## src/rtl/fetch_pkg.sv

```systemverilog
// Shared types and constants for the instruction-fetch stage.
package fetch_pkg;
  localparam int          FETCH_XLEN = 32;
  localparam logic [31:0] NOP_INSTR  = 32'h0000_0013;
  localparam logic [31:0] PC_INC     = 32'd4;

  typedef enum logic [1:0] {FETCH, STALL, ERR} fetch_state_e;

  typedef struct packed {
    logic [FETCH_XLEN-1:0] pc;
    logic [FETCH_XLEN-1:0] instr;
    logic                  err;
  } fetch_bundle_t;
endpackage

```

## src/rtl/fetch_skid_buf.sv

```systemverilog
// One-entry holding slot for a fetched bundle that decode could not take yet.
module fetch_skid_buf
  import fetch_pkg::*;
(
  input  logic          clk,
  input  logic          reset,
  input  logic          load,
  input  logic          flush,
  input  logic          drain,
  input  fetch_bundle_t din,
  output fetch_bundle_t dout,
  output logic          full
);
  always_ff @(posedge clk or negedge reset) begin
    if (!reset) begin
      full <= 1'b0;
      dout <= '0;
    end else if (flush) begin
      full <= 1'b0;
    end else if (load) begin
      full <= 1'b1;
      dout <= din;
    end else if (drain) begin
      full <= 1'b0;
    end
  end
endmodule

```

## src/rtl/pc_fetch_stage.sv

```systemverilog
// Fetch stage: owns the PC, issues word fetches over req/ack and presents
// (pc, instr, err) to decode over valid/ready with a one-entry skid.
module pc_fetch_stage
  import fetch_pkg::*;
#(
  parameter int              XLEN      = FETCH_XLEN,
  parameter logic [XLEN-1:0] RESET_PC  = '0,
  parameter logic [XLEN-1:0] NOP_INSTR = fetch_pkg::NOP_INSTR
) (
  input  logic            clk,
  input  logic            reset,
  input  logic            redirect_valid,
  input  logic [XLEN-1:0] redirect_pc,
  output logic            imem_req,
  output logic [XLEN-1:0] imem_addr,
  input  logic            imem_ack,
  input  logic [XLEN-1:0] imem_rdata,
  output logic            out_valid,
  input  logic            out_ready,
  output logic [XLEN-1:0] out_pc,
  output logic [XLEN-1:0] out_instr,
  output logic            out_err
);
  fetch_state_e    state;
  logic [XLEN-1:0] pc;
  logic [XLEN-1:0] kill_addr;
  logic            kill;
  fetch_bundle_t   out_q;
  fetch_bundle_t   skid_q;
  logic            skid_full;
  logic            skid_load;
  logic            skid_drain;
  logic            out_fire;
  logic            out_free;

  // A killed request keeps its original address until the memory acks it.
  assign imem_req  = reset && (state == FETCH) && (kill || (pc[1:0] == 2'b00));
  assign imem_addr = kill ? kill_addr : pc;

  assign out_fire   = out_valid && out_ready;
  assign out_free   = !out_valid || out_ready;
  assign skid_load  = !redirect_valid && imem_req && imem_ack && !kill && !out_free;
  assign skid_drain = !redirect_valid && (state == STALL) && out_ready && skid_full;

  assign out_pc    = out_q.pc;
  assign out_instr = out_q.instr;
  assign out_err   = out_q.err;

  fetch_skid_buf u_skid (
    .clk   (clk),
    .reset (reset),
    .load  (skid_load),
    .flush (redirect_valid),
    .drain (skid_drain),
    .din   ('{pc: pc, instr: imem_rdata, err: 1'b0}),
    .dout  (skid_q),
    .full  (skid_full)
  );

  always_ff @(posedge clk or negedge reset) begin
    if (!reset) begin
      state     <= FETCH;
      pc        <= RESET_PC;
      kill      <= 1'b0;
      kill_addr <= '0;
      out_valid <= 1'b0;
      out_q     <= '{pc: '0, instr: NOP_INSTR, err: 1'b0};
    end else begin
      if (out_fire) out_valid <= 1'b0;
      if (redirect_valid) begin
        pc        <= redirect_pc;
        state     <= FETCH;
        out_valid <= 1'b0;
        if (imem_req && !imem_ack) begin
          kill      <= 1'b1;
          kill_addr <= imem_addr;
        end else begin
          kill <= 1'b0;
        end
      end else begin
        case (state)
          FETCH: begin
            if (imem_req) begin
              if (imem_ack) begin
                if (kill) begin
                  kill <= 1'b0;
                end else begin
                  pc <= pc + PC_INC;
                  if (out_free) begin
                    out_q     <= '{pc: pc, instr: imem_rdata, err: 1'b0};
                    out_valid <= 1'b1;
                  end else begin
                    state <= STALL;
                  end
                end
              end
            end else if (out_free) begin
              // Misaligned PC: present a single faulting NOP bundle, then park.
              out_q     <= '{pc: pc, instr: NOP_INSTR, err: 1'b1};
              out_valid <= 1'b1;
              state     <= ERR;
            end
          end
          STALL: begin
            if (out_ready) begin
              out_q     <= skid_q;
              out_valid <= 1'b1;
              state     <= FETCH;
            end
          end
          default: ;
        endcase
      end
    end
  end
endmodule

```

## config.mk

```make
export PLATFORM = sky130hd
export DESIGN_NAME = pc_fetch_stage
export DESIGN_NICKNAME = d
export VERILOG_FILES = /design/src/rtl/fetch_pkg.sv /design/src/rtl/fetch_skid_buf.sv /design/src/rtl/pc_fetch_stage.sv
export SDC_FILE = /design/constraint.sdc
export NUM_CORES = 1
export LEC_CHECK = 0
export ABC_AREA = 0
export BUFFER_PORTS_ARGS = -buffer_cell sky130_fd_sc_hd__clkbuf_2
export CORE_ASPECT_RATIO = 0.5
export CORE_MARGIN = 5
export CORE_UTILIZATION = 35
export CTS_CLUSTER_SIZE = 10
export DETAILED_ROUTE_END_ITERATION = 12
export SLEW_MARGIN = 5
export SYNTH_ARGS = -nofsm -noshare
export SYNTH_HDL_FRONTEND = slang
export SYNTH_SLANG_ARGS = --single-unit
export TNS_END_PERCENT = 5
```

## constraint.sdc

```tcl
create_clock -name clk -period 2.3 [get_ports clk]
set_input_delay 0.575 -clock clk [delete_from_list [all_inputs] [get_ports clk]]
set_output_delay 0.575 -clock clk [all_outputs]
set_load 0.01 [all_outputs]
```

* Word-level counts from Yosys, hierarchy flattened
Cells that the tools add are included.
** Storage, ports and cells
- Bits in registers :: 197
** Cells by class
- Add/subtract/negate cells :: 1
- Equality and inequality tests :: 12
- Muxes and demuxes :: 34
- Bitwise gates (word level) :: 1
- Reduce and logical (&&, ||, !) cells :: 28
** Operators with widths (count)
- $mux 65 :: 6
- $mux 32 :: 6
- $pmux 65 s2 :: 1
- $add 32x3->32 const B :: 1
- $ne 4x4->1 const B :: 5
- $mux 2 :: 7
- $mux 1 :: 12
- $ne 3x3->1 const B :: 4
- $logic_and 1x1->1 :: 8
- $reduce_bool 2->1 :: 4
- $reduce_and 7->1 :: 1
- $reduce_and 6->1 :: 1
- $logic_not 1->1 :: 5
- $logic_not 2->1 :: 2
- $ne 2x2->1 const B :: 2
- $pmux 2 s2 :: 1
- $reduce_and 2->1 :: 2
- $reduce_and 4->1 :: 1
- $reduce_and 3->1 :: 1
- $reduce_bool 3->1 :: 1
- $eq 2x1->1 const B :: 1
- $logic_or 1x1->1 :: 2
- $pmux 1 s2 :: 1
- $not 1->1 :: 1

* Depth between registers and ports, before layout
- Depth after elaboration :: 8
- Mapped depth :: 9
- Gate-level depth less buffers :: 6

* Cells and area by module
From an unflattened synthesis, not the netlist that was laid out.
** Unflattened totals
- Cell total of the unflattened synthesis :: 729
- Area total of the unflattened synthesis :: 9646.8 um^2
** By module, submodules not included
- pc_fetch_stage :: instances 1, cells an instance 587, area each 6919.1 um^2, sequential area each 3331.9 um^2
- fetch_skid_buf :: instances 1, cells an instance 142, area each 2727.6 um^2, sequential area each 1651.6 um^2

* Worst setup path before layout
Ideal clock, no wire load.
- Path kind :: in2out
- Start point :: in reset
- End point :: out imem_req
- Arrival :: 1579 ps
- Required time :: 1725 ps
- Slack :: 146 ps
- Stages :: 4
- Buffers on the path :: 1
- Cells stage by stage :: nor3b_2 > o21ai_1 > inv_1 > buf_1
** Between the ends
- Longest elaborated chain between the ends :: 2
** Ends and longest elaborated chain
- start: declaration :: RTL line pc_fetch_stage.sv:11 : input logic reset,
- $logic_and 1x1->1 (2 in a row) :: RTL line pc_fetch_stage.sv:37 : assign imem_req = reset && (state == FETCH) && (kill || (pc[1:0] == 2'b00));
- end: declaration :: RTL line pc_fetch_stage.sv:14 : output logic imem_req,
No other way between the ends.

* Final worst setup path
- Start point :: reg kill
- End point :: out imem_addr[6]
** Between the ends
- Longest elaborated chain between the ends :: 1
** Ends and longest elaborated chain
- start: declaration :: RTL line pc_fetch_stage.sv:27 : logic kill;
- start signal: assignment :: RTL line pc_fetch_stage.sv:64 : kill <= 1'b0;
- start signal: assignment :: RTL line pc_fetch_stage.sv:75 : kill <= 1'b1;
- start signal: assignment :: RTL line pc_fetch_stage.sv:78 : kill <= 1'b0;
- $mux 32 :: RTL line pc_fetch_stage.sv:38 : assign imem_addr = kill ? kill_addr : pc;
- end: declaration :: RTL line pc_fetch_stage.sv:15 : output logic [XLEN-1:0] imem_addr,
No other way between the ends.

==> results.ini <==
[run_status]
outcome = finished clean

[yosys]
synth-seq-cells = 197
synth_mux_area_frac = 0.1867
yosys.area_share.simple = 0.09681
synth_compound_gate_area_share = 0.1012
netlist_top_cells_area = sky130_fd_sc_hd__dfrtp_1 55%, sky130_fd_sc_hd__mux2_2 14%, sky130_fd_sc_hd__o21ai_0 5.0%
yosysTopAreaCell = sky130_fd_sc_hd__dfrtp_1
synth_sequential_area_ratio = 0.5572
synth.top_cell.area_share = 0.5483
ys_warn_count = 0
syn-num-nets = 841
synthArstFlopShare = 1.000
combinational_family_with_the_most_area_after_synthesis = multiplexers
synth.cell_area_sq_um = 8853
synth.distinct_cells = 47
avgSynthCellArea_sq_um = 11.48
synth-edff-count = 0
netlist_instances = 771
synthXorXnorAreaFrac = 0.02473
ys_dominant_reg_cell = sky130_fd_sc_hd__dfrtp_1
synth_adder_area_share = 0.001413

[grt]
first_global_vias = 6534
global_route.overflow_total = 0
antenna_found_initial = 2
grt_util_all_layers = 0.1560
grt_start_max_net_pins = 153
wire_length_of_the_first_global_routing_pass_mm = 35.87

[hold_path]
worstHoldPathType = in -> async

[worst_setup_path]
startpoint = kill
worstPathRequired_ps = 1730
crit_path_capture = imem_addr[6]
worstReg2RegEnd = pc[31]
reg2reg_slack_ps = 180
worst_r2r_path_depth = 5
worst_setup_path_start_kind = flip-flop
critPathMaxFanout = 17
worst-endpoint-arrival_ps = 1660
end_kind = output pin
r2r-start = pc[14]
worst-setup-path-type = reg -> out

[sta]
worst_pin_slew_ps = 836.7
rsz_0062_raised_after_global_routing = yes
timing.fmax_mhz = 446.8
final.min_clock_period_ps = 2238
setup_skew_ps = 12.69
finalCritPeriodShare = 0.9731
final_hold_viol_count = 0
hold-worst-slack_ps = 338.5
max_slew_margin = 0.4422
finalMaxSlewViolations = 0
tns_ps = 0
setup_violations = 0

[layout]
n_fill_cell = 2450
nets = 1011
fraction_of_layout_instances_using_a_drive_strength_above_1 = 0.3847
final_cell_mix = 192 x sky130_fd_sc_hd__dfrtp_1, 166 x sky130_fd_sc_hd__clkbuf_2, 115 x sky130_fd_sc_hd__nand2_1, 111 x sky130_fd_sc_hd__mux2_2, 87 x sky130_fd_sc_hd__o21ai_0
fin_util = 0.4350
insertedDiodeCount = 0
area_overhead_of_the_layout_relative_to_synthesis_pct = 22.99
most_common_cell_after_layout_fill_and_taps_aside = sky130_fd_sc_hd__dfrtp_1
postLayoutCellArea_sq_um = 10890

[power_and_ir_drop]
worst_ir_drop_on_vdd_mv = 0.5111
leakagePower_nw = 5.048
powerDensity_nw_per_um2 = 794.5
power.total_mw = 8.652

[clocking]
cts_sinks = 197
clk-insertion-delay-late_ps = 430
post_cts_hold_buffer_count = 0
h-tree-depth = 4
clk_pin_slew_ps = 70
ctsRootBufferMaster = sky130_fd_sc_hd__clkbuf_16
clock_tree_from_tritoncts = built
cts_buffers = 17
clockBufferDepth = 2

[floorplanning]
die_width_um = 234.9
ioPinCount = 168
fp.dieArea_sq_um = 28770
initial_core_util = 0.3537
placeableCoreArea_sq_um = 25030
placement_rows = 41
die_y_um = 122.5

[drt]
via_per_inst = 4.928
wl_per_cell_um = 16.98
wirelength_mm = 22.03
vias = 6397
detail-route-antenna-nets = 0
drt_first_pass_iters = 5
first_iter_violations = 365
drt_drc_violations_left = 0

[placed_design]
io_buffer_count = 167
placed_cell_area_sq_um = 10260
detailed_place_hpwl_mm = 15.78
gp_congestion = 0.7964

[run]
max-cap-violations = 0

==> sequential cells by signal, summed over array words and instances (netlist names) <==
name / cells
out_err: 1
state: 2
out_pc: 32
out_instr: 32
out_valid: 1
kill: 1
pc: 32
u_skid.dout: 64
kill_addr: 32
==> cell type report <==
type,instances,area (sq um),share of cell area
clock buffer,21,480.5,0.04412
clock inverter,11,117.6,0.01080
inverter,7,26.28,0.002413
multi-input combinational,511,3667,0.3368
sequential,197,4936,0.4533
tap,344,430.4,0.03953
timing repair buffer,207,1231,0.1131
==> metrics by stage <==
stage               worst slack (ps)  instances
floorplan                      146.1        771
global placement               177.4       1264
detailed placement             79.54       1264
CTS                            7.060       1296
global route                  -15.22       1298
finish                         61.93       1298
==> cell usage after synthesis, types with 2 or more instances <==
library cell	number
sky130_fd_sc_hd__and2_1	4
sky130_fd_sc_hd__nor3_1	9
sky130_fd_sc_hd__xor2_1	5
sky130_fd_sc_hd__a22oi_1	29
sky130_fd_sc_hd__clkbuf_1	25
sky130_fd_sc_hd__a31oi_1	4
sky130_fd_sc_hd__and4_1	4
sky130_fd_sc_hd__mux2_2	111
sky130_fd_sc_hd__nand3_1	6
sky130_fd_sc_hd__a211oi_1	2
sky130_fd_sc_hd__a21oi_1	6
sky130_fd_sc_hd__mux2i_1	29
sky130_fd_sc_hd__o22ai_1	3
sky130_fd_sc_hd__o21ai_1	11
sky130_fd_sc_hd__nand2b_1	2
sky130_fd_sc_hd__dfstp_2	3
sky130_fd_sc_hd__o221ai_1	2
sky130_fd_sc_hd__and3_1	4
sky130_fd_sc_hd__o31ai_1	2
sky130_fd_sc_hd__buf_1	10
sky130_fd_sc_hd__nor4_1	8
sky130_fd_sc_hd__dfrtp_1	194
sky130_fd_sc_hd__xnor2_1	20
sky130_fd_sc_hd__buf_2	16
sky130_fd_sc_hd__o21ai_0	88
sky130_fd_sc_hd__inv_1	7
sky130_fd_sc_hd__nor2_1	13
sky130_fd_sc_hd__buf_6	2
sky130_fd_sc_hd__mux2_1	10
sky130_fd_sc_hd__buf_4	3
sky130_fd_sc_hd__nand4_1	7
sky130_fd_sc_hd__nor4_2	3
sky130_fd_sc_hd__nand2_1	115
==> critical path, stage by stage (launching register included) <==
cell and delay [ps]:
sky130_fd_sc_hd__dfrtp_2 480, sky130_fd_sc_hd__buf_8 220, sky130_fd_sc_hd__mux2_2 380, sky130_fd_sc_hd__clkbuf_2 130
==> metal layers <==
| layer | track usage | wire, um | up-vias |
|---|---|---|---|
| li1 | - | - | 3080 |
| met1 | 0.2017 | 9947 | 3196 |
| met2 | 0.2646 | 10880 | 94 |
| met3 | 0.04019 | 893 | 23 |
| met4 | 0.04264 | 299 | 4 |
| met5 | 0 | 19 | - |
==> power by group <==
group / internal, mW / switching [mW] / total [mW] / leakage, nW
Combinational: 0.657 / 0.727 / 1.38 / 2.19
Clock: 1.63 / 1.36 / 3.00 / 0.282
Sequential: 3.97 / 0.302 / 4.27 / 2.58
==> worst min path at each step <==
stage	slack, ps	depth (start not counted)	endpoint
finish	340	2	pc[23]
global placement	460	2	out_instr[11]
floorplan	280	0	kill
CTS	340	3	pc[9]
global route	340	2	pc[5]
detailed placement	470	2	out_instr[22]
==> cells by family (layout without fill, tap and decap cells) <==
kind of cell / Yosys count / after routing
mux: 150 / 150
xor+xnor: 25 / 25
compound gates: 154 / 154
simple gates: 181 / 181
buf+inv: 63 / 246
fa+ha+maj: 1 / 1
flops: 197 / 197
==> what timing repair did <==
action	4_1_cts	5_1_grt
endpoints found under the hold margin	0	0
resized for setup	3	3
setup buffers	0	2
endpoints found under the setup margin	20	18
Power figures use the tool's default switching activity.
